[src/rtl/prio_arb_pkg.sv]
// Shared definitions for the prio_arb arbiter: FSM state encoding and the
// hold-counter width helper.
package prio_arb_pkg;

  typedef enum logic {
    IDLE  = 1'b0,
    GRANT = 1'b1
  } state_t;

  // Smallest width (at least 1) that can represent max_hold-1.
  function automatic int hold_width(input int max_hold);
    int w;
    w = 1;
    while ((1 << w) < max_hold) w++;
    return w;
  endfunction

endpackage

[src/rtl/prio_enc.sv]
// Priority encoder: reports the highest set bit of req and whether any bit is set.
module prio_enc #(
  parameter int WIDTH_LOG = 4
) (
  input  logic [(1<<WIDTH_LOG)-1:0] req,
  output logic [WIDTH_LOG-1:0]      idx,
  output logic                      any
);

  localparam int WIDTH = 1 << WIDTH_LOG;

  // Ascending scan, so the last hit (highest index) wins.
  always_comb begin
    idx = '0;
    any = |req;
    for (int i = 0; i < WIDTH; i++) begin
      if (req[i]) idx = WIDTH_LOG'(i);
    end
  end

endmodule

[src/rtl/prio_arb.sv]
// Single-grant arbiter with hold timeout. Fixed priority (highest index) by
// default; defining PRIO_ARB_RR_EN switches to downward round-robin.
module prio_arb
  import prio_arb_pkg::*;
#(
  parameter int WIDTH_LOG = 4,
  parameter int MAX_HOLD  = 16
) (
  input  logic                      clk,
  input  logic                      rst,
  input  logic [(1<<WIDTH_LOG)-1:0] req,
  input  logic                      done,
  output logic [(1<<WIDTH_LOG)-1:0] gnt,
  output logic [7:0]                gnt_idx,
  output logic                      gnt_vld,
  output logic                      timeout
);

  localparam int WIDTH = 1 << WIDTH_LOG;
  localparam int CNT_W = hold_width(MAX_HOLD);

  state_t               state;
  logic [WIDTH_LOG-1:0] cur_idx;
  logic [WIDTH_LOG-1:0] top_idx;
  logic [WIDTH_LOG-1:0] win_idx;
  logic                 top_any;
  logic [WIDTH-1:0]     win_onehot;
  logic [CNT_W-1:0]     cnt;
  logic                 hold_expired;

  prio_enc #(.WIDTH_LOG(WIDTH_LOG)) u_enc_all (
    .req (req),
    .idx (top_idx),
    .any (top_any)
  );

`ifdef PRIO_ARB_RR_EN
  logic [WIDTH_LOG-1:0] ptr;
  logic [WIDTH_LOG-1:0] low_idx;
  logic [WIDTH-1:0]     low_req;
  logic                 low_any;

  // Only requesters strictly below the last grantee compete first.
  for (genvar gi = 0; gi < WIDTH; gi++) begin : g_mask
    assign low_req[gi] = req[gi] & (WIDTH_LOG'(gi) < ptr);
  end

  prio_enc #(.WIDTH_LOG(WIDTH_LOG)) u_enc_low (
    .req (low_req),
    .idx (low_idx),
    .any (low_any)
  );

  assign win_idx = low_any ? low_idx : top_idx;
`else
  assign win_idx = top_idx;
`endif

  for (genvar gi = 0; gi < WIDTH; gi++) begin : g_dec
    assign win_onehot[gi] = (win_idx == WIDTH_LOG'(gi));
  end

  assign hold_expired = (MAX_HOLD > 0) && (cnt == CNT_W'(MAX_HOLD - 1));

  always_ff @(posedge clk) begin
    if (rst) begin
      state   <= IDLE;
      gnt     <= '0;
      gnt_idx <= '0;
      gnt_vld <= 1'b0;
      timeout <= 1'b0;
      cnt     <= '0;
      cur_idx <= '0;
`ifdef PRIO_ARB_RR_EN
      ptr     <= '0;
`endif
    end else begin
      timeout <= 1'b0;
      if (state == IDLE) begin
        if (top_any) begin
          state   <= GRANT;
          gnt     <= win_onehot;
          gnt_idx <= 8'(win_idx);
          cur_idx <= win_idx;
          gnt_vld <= 1'b1;
          cnt     <= '0;
`ifdef PRIO_ARB_RR_EN
          ptr     <= win_idx;
`endif
        end
      end else begin
        // done and a dropped request take precedence over the hold limit.
        if (done || !req[cur_idx] || hold_expired) begin
          state   <= IDLE;
          gnt     <= '0;
          gnt_vld <= 1'b0;
          timeout <= !done && req[cur_idx];
        end else if (cnt != {CNT_W{1'b1}}) begin
          cnt <= cnt + 1'b1;
        end
      end
    end
  end

endmodule

[config.mk]
export PLATFORM = sky130hd
export DESIGN_NAME = prio_arb
export DESIGN_NICKNAME = d
export VERILOG_FILES = /design/src/rtl/prio_arb_pkg.sv /design/src/rtl/prio_enc.sv /design/src/rtl/prio_arb.sv
export SDC_FILE = /design/constraint.sdc
export NUM_CORES = 1
export LEC_CHECK = 0
export CORE_MARGIN = 5
export CORE_UTILIZATION = 45
export DETAILED_ROUTE_END_ITERATION = 12
export GPL_TIMING_DRIVEN = 0
export PLACE_DENSITY = 0.83
export SYNTH_ARGS = -nofsm -noshare
export SYNTH_HDL_FRONTEND = slang
export SYNTH_SLANG_ARGS = --single-unit
[constraint.sdc]
create_clock -name clk -period 2.3 [get_ports clk]
set_clock_uncertainty 0.15 [all_clocks]
set_input_delay 0.575 -clock clk [delete_from_list [all_inputs] [get_ports clk]]
set_output_delay 0.575 -clock clk [all_outputs]
set_load 0.1 [all_outputs]
==> qor.log, run 1 <==
[timing] number of max-slew violations in the final report 0
[setup_path] Register-to-Register Setup Slack 0.10 ns
[setup_path] worst setup path category reg -> out
[setup_path] crit start category flop
[setup_path] Critical path destination gnt[7]
[placed_design] final weighted congestion in routability-driven placement 0.8486
[flow_run] max-cap viol count 0
[run_status] outcome finished clean
[setup_path] cell-by-cell trace of the critical path clkdlybuf4s15_1
[synthesis] count of distinct cell types in the synthesized netlist 52
[drt] detailed-route wire length per cell 16.00 um
[synthesis] gate count of the mapped netlist 151
[worst_hold_path] class of the tightest hold or removal check reg -> reg
[timing] Max-Slew Margin vs Limit 36.19%
[synthesis] warning count from the yosys run 0
[placed_design] Port Buffer Count 40
[setup_path] destination of the worst register-to-register timing path gnt[15]
[cts] clock tree from TritonCTS built
[cts] total CTS buffers 3
[global_route] first-pass GRT wire length 6693 um
[synthesis] synthesized area per cell 9.454 um2
[placed_design] post-placement setup slack -0.7433 ns
[setup_path] endpoint kind of the worst setup timing path output port
[synthesis] number of enable-type register cells in the synthesized netlist 0
[setup_path] depth of the worst register-to-register path 9
[setup_path] critical-path maximum fanout 2
[cts] maximum root-to-sink buffer count 2
[cells_and_area] count of inserted antenna diode cells 0
[cts] sink count of the clock tree 27
[cells_and_area] layout overhead on the synthesized area 46.10%
[synthesis] post-synthesis sequential element count 27
[cells_and_area] utilization after layout 68.32%
[cells_and_area] most common cell after layout, fill and taps aside sky130_fd_sc_hd__dfxtp_1
[placed_design] post-placement cell count 238
[cells_and_area] multi-input gate area in the final layout 907.1 um2
[timing] slew of the pin with the lowest slew margin 0.9609 ns
[floorplanning] Horiz. Die Dim 66.33 um
[setup_path] delay of the slowest critical-path stage 0.83 ns
[floorplanning] area of the placeable core 3053 um2
[timing] hold slack final 0.3306 ns
[placed_design] HPWL after DPL 2739 um
[setup_path] kind of cell with the highest combined delay on the critical path buffers and inverters
[drt] drt initial violations 37
[synthesis] part of the Yosys area used for sequential elements 37.86%
[floorplanning] area of the die 4399 um2
[drt] via density per instance 5.583
[cts] clock tree root driver cell sky130_fd_sc_hd__clkbuf_4
[global_route] number of antenna violations at the first check in global routing 0
[setup_path] slowest cell on the critical path sky130_fd_sc_hd__clkdlybuf4s15_1
[synthesis] dominant register cell in the synthesized netlist sky130_fd_sc_hd__dfxtp_1
[floorplanning] Starting Density 46.76%
[cts] Skew-Pair Late Insertion Delay 0.32 ns
[power] Leak 0.8806 nW
[timing] setup-violating endpoint count in the final report 0
[cells_and_area] share of cells above drive strength 1 27.88%
[timing] Max Clk Rate 446.7 MHz
[timing] minimum setup slack in the final design 0.06128 ns
[synthesis] combined area of all synthesized cells 1428 um2
[cells_and_area] number of cells in the finished layout apart from fillers 252
[floorplanning] number of ports placed on the die boundary 45
[cts] Hold Buf Count CTS 0
[setup_path] worst reg2reg path startpoint cur_idx[0]
[power] largest voltage drop on the vdd net 0.0003826 V
[timing] number of hold violations in the final report 0
[setup_path] stages on the worst setup path 1
[power] Cell Pwr Density 508.7 nW/um2
[cts] clock-pin transition on the worst setup and hold timing paths 0.14 ns
[global_route] leftover overflow at the end of global routing 0
[global_route] maximum number of pins on one net before global-route repair 15
[setup_path] CP Launch Point gnt[7]
[drt] antenna violation net count after detailed routing 0
[timing] time the worst path needs with I/O delays and setup 2.239 ns
[setup_path] data arrival time at the worst-slack endpoint 1.51 ns
[synthesis] share of synthesized flip-flops with an asynchronous set or reset 0%
[cells_and_area] net count of the finished layout 229
[floorplanning] height of the die 66.33 um
[drt] total number of vias 1407
[cells_and_area] storage element area 550.5 um2
[cells_and_area] commonest non-fill, non-tap cells in the layout 23 x sky130_fd_sc_hd__dfxtp_1, 18 x sky130_fd_sc_hd__nor2_1, 14 x sky130_fd_sc_hd__clkdlybuf4s15_1
[floorplanning] number of rows in the core area 20
[drt] DRT Wirelength 4033 um
[setup_path] buffers plus inverters on the worst setup path 1
[cells_and_area] filler cell count 234
[worst_hold_path] number of cells on the worst hold path 1
[drt] DRC Markers 0
[global_route] via count of the first global-routing pass 1479
[global_route] GRT Overall Usage 19.23%
[timing] post-route clock period utilization 97.34%
[setup_path] required time of the critical path 1.57 ns
[cts] number of levels the H-tree was split into 1
[drt] number of iterations in the first detailed-routing pass 4
## sequential cells by signal, summed over array words and instances, names as in the netlist
name     cells
gnt         16
cur_idx      4
cnt          4
gnt_vld      1
state        1
timeout      1
## how the worst min path moves through the flow
stage               endpoint  slack [ns]   start
CTS                   gnt[5]        0.33  gnt[5]
global placement      gnt[9]        0.30  gnt[9]
detailed placement    gnt[5]        0.30  gnt[5]
finish                gnt[5]        0.33  gnt[5]
global route          gnt[5]        0.35  gnt[5]
floorplan             cnt[3]        0.30  cnt[3]
## power breakdown
part / internal (mW) / total [mW] / switching [mW]
registers: 0.483 / 0.496 / 0.0133
clock network: 0.0680 / 0.201 / 0.133
logic: 0.122 / 0.364 / 0.242
## cell families (layout without fill, tap and decap cells)
group | count (synthesis) | after routing | share of synthesized area [%]
and+or+nand+nor | 51 | 51 | 21.91
AOI/OAI and AO/OA | 48 | 48 | 27.52
DFF | 27 | 27 | 37.86
buffers and inverters | 16 | 70 | 6.397
muxes | 7 | 7 | 5.171
adders and majority gates | 1 | 1 | 0.8763
other | 1 | 4 | 0.2627
## cell usage after synthesis (4+ instances only)
library cell,instances,area [um2]
sky130_fd_sc_hd__nor2_1,19,71.32
sky130_fd_sc_hd__a21oi_1,8,40.04
sky130_fd_sc_hd__mux2i_1,4,40.04
sky130_fd_sc_hd__a22o_1,8,70.07
sky130_fd_sc_hd__dfxtp_1,27,540.5
sky130_fd_sc_hd__nand2b_1,5,31.28
sky130_fd_sc_hd__buf_4,6,45.04
sky130_fd_sc_hd__inv_1,7,26.28
sky130_fd_sc_hd__o2bb2ai_1,4,35.03
sky130_fd_sc_hd__o21ai_0,4,20.02
sky130_fd_sc_hd__nand2_1,4,15.01
## per-stage QoR
| stage | cell area (um2) | TNS [ns] | power (mW) |
|---|---|---|---|
| after floorplan | 1453 | 0 | 0.7390 |
| after global placement | 1908 | -12.96 | 0.8292 |
| after detailed placement | 1908 | -14.11 | 0.8347 |
| after CTS | 2054 | -0.01610 | 1.049 |
| after global routing | 2086 | -0.0009202 | 1.116 |
| final | 2086 | 0 | 1.061 |
## what timing repair did
item,4_1_cts,5_1_grt
pin swaps,8,4
resized for setup,55,32
hold endpoints to repair,0,0
setup buffers,8,1
endpoints found under the setup margin,43,38
cloned,1,0
## per-layer routing
metal / global-route usage [%] / part of all wire (%)
met1: 23.45 / 43
met3: 4.082 / 5.8
met4: 6.853 / 1.4
met2: 32.96 / 50
met5: 0 / 0
## final cells by class
type                            instances  area share (%)
Sequential cell                        27           26.39
Timing Repair Buffer                   50           21.66
Inverter                                7           1.260
Tap cell                               44           2.639
Buffer                                  9           3.299
Clock buffer                            4           1.260
Multi-Input combinational cell        111           43.49
(Power assumes the default switching activity.)
==> run 2: changes to the inputs <==
--- a/config.mk
+++ b/config.mk
@@ -5,11 +5,12 @@
 export SDC_FILE = /design/constraint.sdc
 export NUM_CORES = 1
 export LEC_CHECK = 0
+export ABC_AREA = 1
 export CORE_MARGIN = 5
 export CORE_UTILIZATION = 45
 export DETAILED_ROUTE_END_ITERATION = 12
 export GPL_TIMING_DRIVEN = 0
-export PLACE_DENSITY = 0.83
+export PLACE_DENSITY = 0.82
 export SYNTH_ARGS = -nofsm -noshare
 export SYNTH_HDL_FRONTEND = slang
 export SYNTH_SLANG_ARGS = --single-unit
==> qor.log, run 2 <==
[cells_and_area] filler cell count 316
[cells_and_area] storage element area 543.0 um2
[cts] maximum root-to-sink buffer count 2
[cts] sink count of the clock tree 27
[floorplanning] Horiz. Die Dim 68.53 um
[placed_design] HPWL after DPL 2974 um
[cts] number of levels the H-tree was split into 1
[timing] hold slack final 0.3301 ns
[synthesis] synthesized area per cell 7.203 um2
[cells_and_area] utilization after layout 60.82%
[synthesis] number of enable-type register cells in the synthesized netlist 0
[setup_path] worst setup path category reg -> out
[cells_and_area] net count of the finished layout 282
[synthesis] combined area of all synthesized cells 1541 um2
[run_status] outcome finished clean
[timing] number of max-slew violations in the final report 0
[floorplanning] height of the die 68.53 um
[timing] Max-Slew Margin vs Limit 35.95%
[setup_path] endpoint kind of the worst setup timing path output port
[global_route] leftover overflow at the end of global routing 0
[placed_design] Port Buffer Count 40
[floorplanning] Starting Density 46.19%
[drt] total number of vias 1527
[cts] Post-CTS Repair Setup Buffers 0
[drt] via density per instance 4.974
[cells_and_area] largest registers ranked by flip-flop count gnt x16, cnt x4, cur_idx x4
[timing] Max Clk Rate 442.9 MHz
[synthesis] fraction of post-synthesis cell area in the top cell type by area 35.06%
[flow_run] max-cap viol count 0
[synthesis] top cell type by total area after synthesis sky130_fd_sc_hd__dfxtp_1
[setup_path] cell-by-cell trace of the critical path dlygate4sd2_1
[synthesis] Area contributors post-synth sky130_fd_sc_hd__dfxtp_1 35%, sky130_fd_sc_hd__nand3_1 11%, sky130_fd_sc_hd__a21oi_1 7.1%
[synthesis] count of distinct cell types in the synthesized netlist 28
[power] largest voltage drop on the vdd net 0.0005693 V
[global_route] via count of the first global-routing pass 1381
[cts] Skew-Pair Late Insertion Delay 0.33 ns
[cells_and_area] layout overhead on the synthesized area 31.66%
[cells_and_area] flip-flop count of the largest register, all copies and words added 16
[global_route] number of antenna violations at the first check in global routing 0
[synthesis] ranking of synthesized cells by instance count 33 x sky130_fd_sc_hd__nand3_1, 29 x sky130_fd_sc_hd__nand2_1, 27 x sky130_fd_sc_hd__dfxtp_1, 27 x sky130_fd_sc_hd__inv_1, 22 x sky130_fd_sc_hd__a21oi_1
[power] Sequential Power Share 47.1%
[timing] time the worst path needs with I/O delays and setup 2.258 ns
[setup_path] critical-path maximum fanout 2
[synthesis] dominant register cell in the synthesized netlist sky130_fd_sc_hd__dfxtp_1
[power] internal power contribution 655.5 uW
[drt] drt initial violations 134
[timing] minimum setup slack in the final design 0.04217 ns
[power] net switching power 404.1 uW
[cts] clock tree from TritonCTS built
[setup_path] kind of cell with the highest combined delay on the critical path buffers and inverters
[placed_design] post-placement cell count 303
[drt] DRT Wirelength 3793 um
[drt] detailed-route wire length per cell 12.36 um
[power] Clk pwr share 19.4%
[setup_path] required time of the critical path 1.57 ns
[setup_path] crit start category flop
[placed_design] post-placement setup slack -0.3062 ns
[synthesis] post-synthesis sequential element count 27
[synthesis] gate count of the mapped netlist 214
[timing] number of hold violations in the final report 0
[power] Cell Pwr Density 522.1 nW/um2
[drt] DRC Markers 0
[placed_design] final weighted congestion in routability-driven placement 0.8398
[setup_path] slowest cell on the critical path sky130_fd_sc_hd__dlygate4sd2_1
[drt] antenna violation net count after detailed routing 0
[cells_and_area] share of cells above drive strength 1 21.84%
[floorplanning] number of ports placed on the die boundary 45
[cells_and_area] Final Instance Area 2029 um2
[setup_path] buffers plus inverters on the worst setup path 1
[floorplanning] number of rows in the core area 21
[timing] post-route clock period utilization 98.17%
[global_route] GRT Overall Usage 16.15%
[power] Net Sw Frac 38.14%
[cells_and_area] Largest Register gnt
[cts] total CTS buffers 3
[worst_hold_path] class of the tightest hold or removal check reg -> reg
[cells_and_area] most common cell after layout, fill and taps aside sky130_fd_sc_hd__nand3_1
[global_route] maximum number of pins on one net before global-route repair 15
[timing] slew of the pin with the lowest slew margin 0.9645 ns
[timing] setup-violating endpoint count in the final report 0
[timing] setup repair after global routing missed its margin yes
[cells_and_area] commonest non-fill, non-tap cells in the layout 33 x sky130_fd_sc_hd__nand3_1, 27 x sky130_fd_sc_hd__inv_1, 26 x sky130_fd_sc_hd__nand2_1
[floorplanning] area of the die 4696 um2
[synthesis] part of the Yosys area used for sequential elements 35.06%
[placed_design] cell area reported after detailed placement 2013 um2
[cts] clock-pin transition on the worst setup and hold timing paths 0.14 ns
[cells_and_area] multi-input gate area in the final layout 838.3 um2
[floorplanning] area of the placeable core 3337 um2
[setup_path] data arrival time at the worst-slack endpoint 1.53 ns
[cts] clock tree root driver cell sky130_fd_sc_hd__clkbuf_4
[power] Leak 0.8720 nW
[cells_and_area] number of cells in the finished layout apart from fillers 307
[drt] number of iterations in the first detailed-routing pass 4
[cells_and_area] count of inserted antenna diode cells 0
[timing] setup TNS 0 ns
[synthesis] warning count from the yosys run 0
[synthesis] share of synthesized flip-flops with an asynchronous set or reset 0%
[power] overall power 1.060 mW
[power] portion of total power attributed to combinational logic 33.5%
[global_route] first-pass GRT wire length 5940 um
[setup_path] delay of the slowest critical-path stage 0.85 ns
[synthesis] leading cell type by number of instances after synthesis sky130_fd_sc_hd__nand3_1
[run 2: changes by cell type in the layout (fill, tap and decap cells not counted), sizes merged, moves of 8 or more]
cell,previous run,this run
clkdlybuf4s50,2,16
nand3,1,41
dlygate4sd2,12,4
buf,18,8
a21oi,9,31
a22o,10,0
nand2,4,32
o21ai,5,13
inv,7,31
[run 2: routing by layer]
layer,vias up,track usage (%),share of wire [%]
met5,-,0,0
met4,0,3.226,0.61
met3,4,3.728,7.5
met2,48,28.13,49
met1,672,20.24,43
li1,803,-,-
[run 2: cell families (layout without fill, tap and decap cells)]
| family | count (synthesis) | in the layout | synth area share (%) |
|---|---|---|---|
| and+or+nand+nor | 98 | 98 | 33.04 |
| AOI/OAI and AO/OA | 45 | 45 | 16.96 |
| buffers and inverters | 41 | 85 | 13.31 |
| DFF | 27 | 27 | 35.07 |
| adders and majority gates | 1 | 1 | 0.8116 |
| other | 1 | 4 | 0.2433 |
| xor gates and xnor gates | 1 | 1 | 0.5683 |
[run 2: timing repair]
item,in CTS,in global routing
resized for setup,30,32
endpoints found under the setup margin,22,39
hold buffers,0,0
[run 2: final timing paths]
check	from	endpoint	slack, ns	cells after the start
hold / removal	gnt[8]	gnt[8]	0.33	2
setup reg to reg	cur_idx[0]	timeout	0.41	12
setup / recovery	gnt[6]	gnt[6]	0.04	1
hold reg to reg	gnt[8]	gnt[8]	0.33	2
[run 2: cell type report]
class                      instances  share of cell area [%]
buffer                            10                   4.131
clock buffer                       4                   1.295
inverter                          31                   5.980
multi-input combinational        149                   41.31
sequential                        27                   26.76
tap                               46                   2.836
timing repair buffer              40                   17.69
[run 2: power groups by stage]
stage	Clock, mW	Sequential, mW	Combinational, mW
finish	0.206	0.499	0.355
detailed placement	0	0.509	0.354
floorplan	0	0.594	0.175
global placement	0	0.509	0.351
global route	0.231	0.501	0.381
CTS	0.213	0.499	0.349
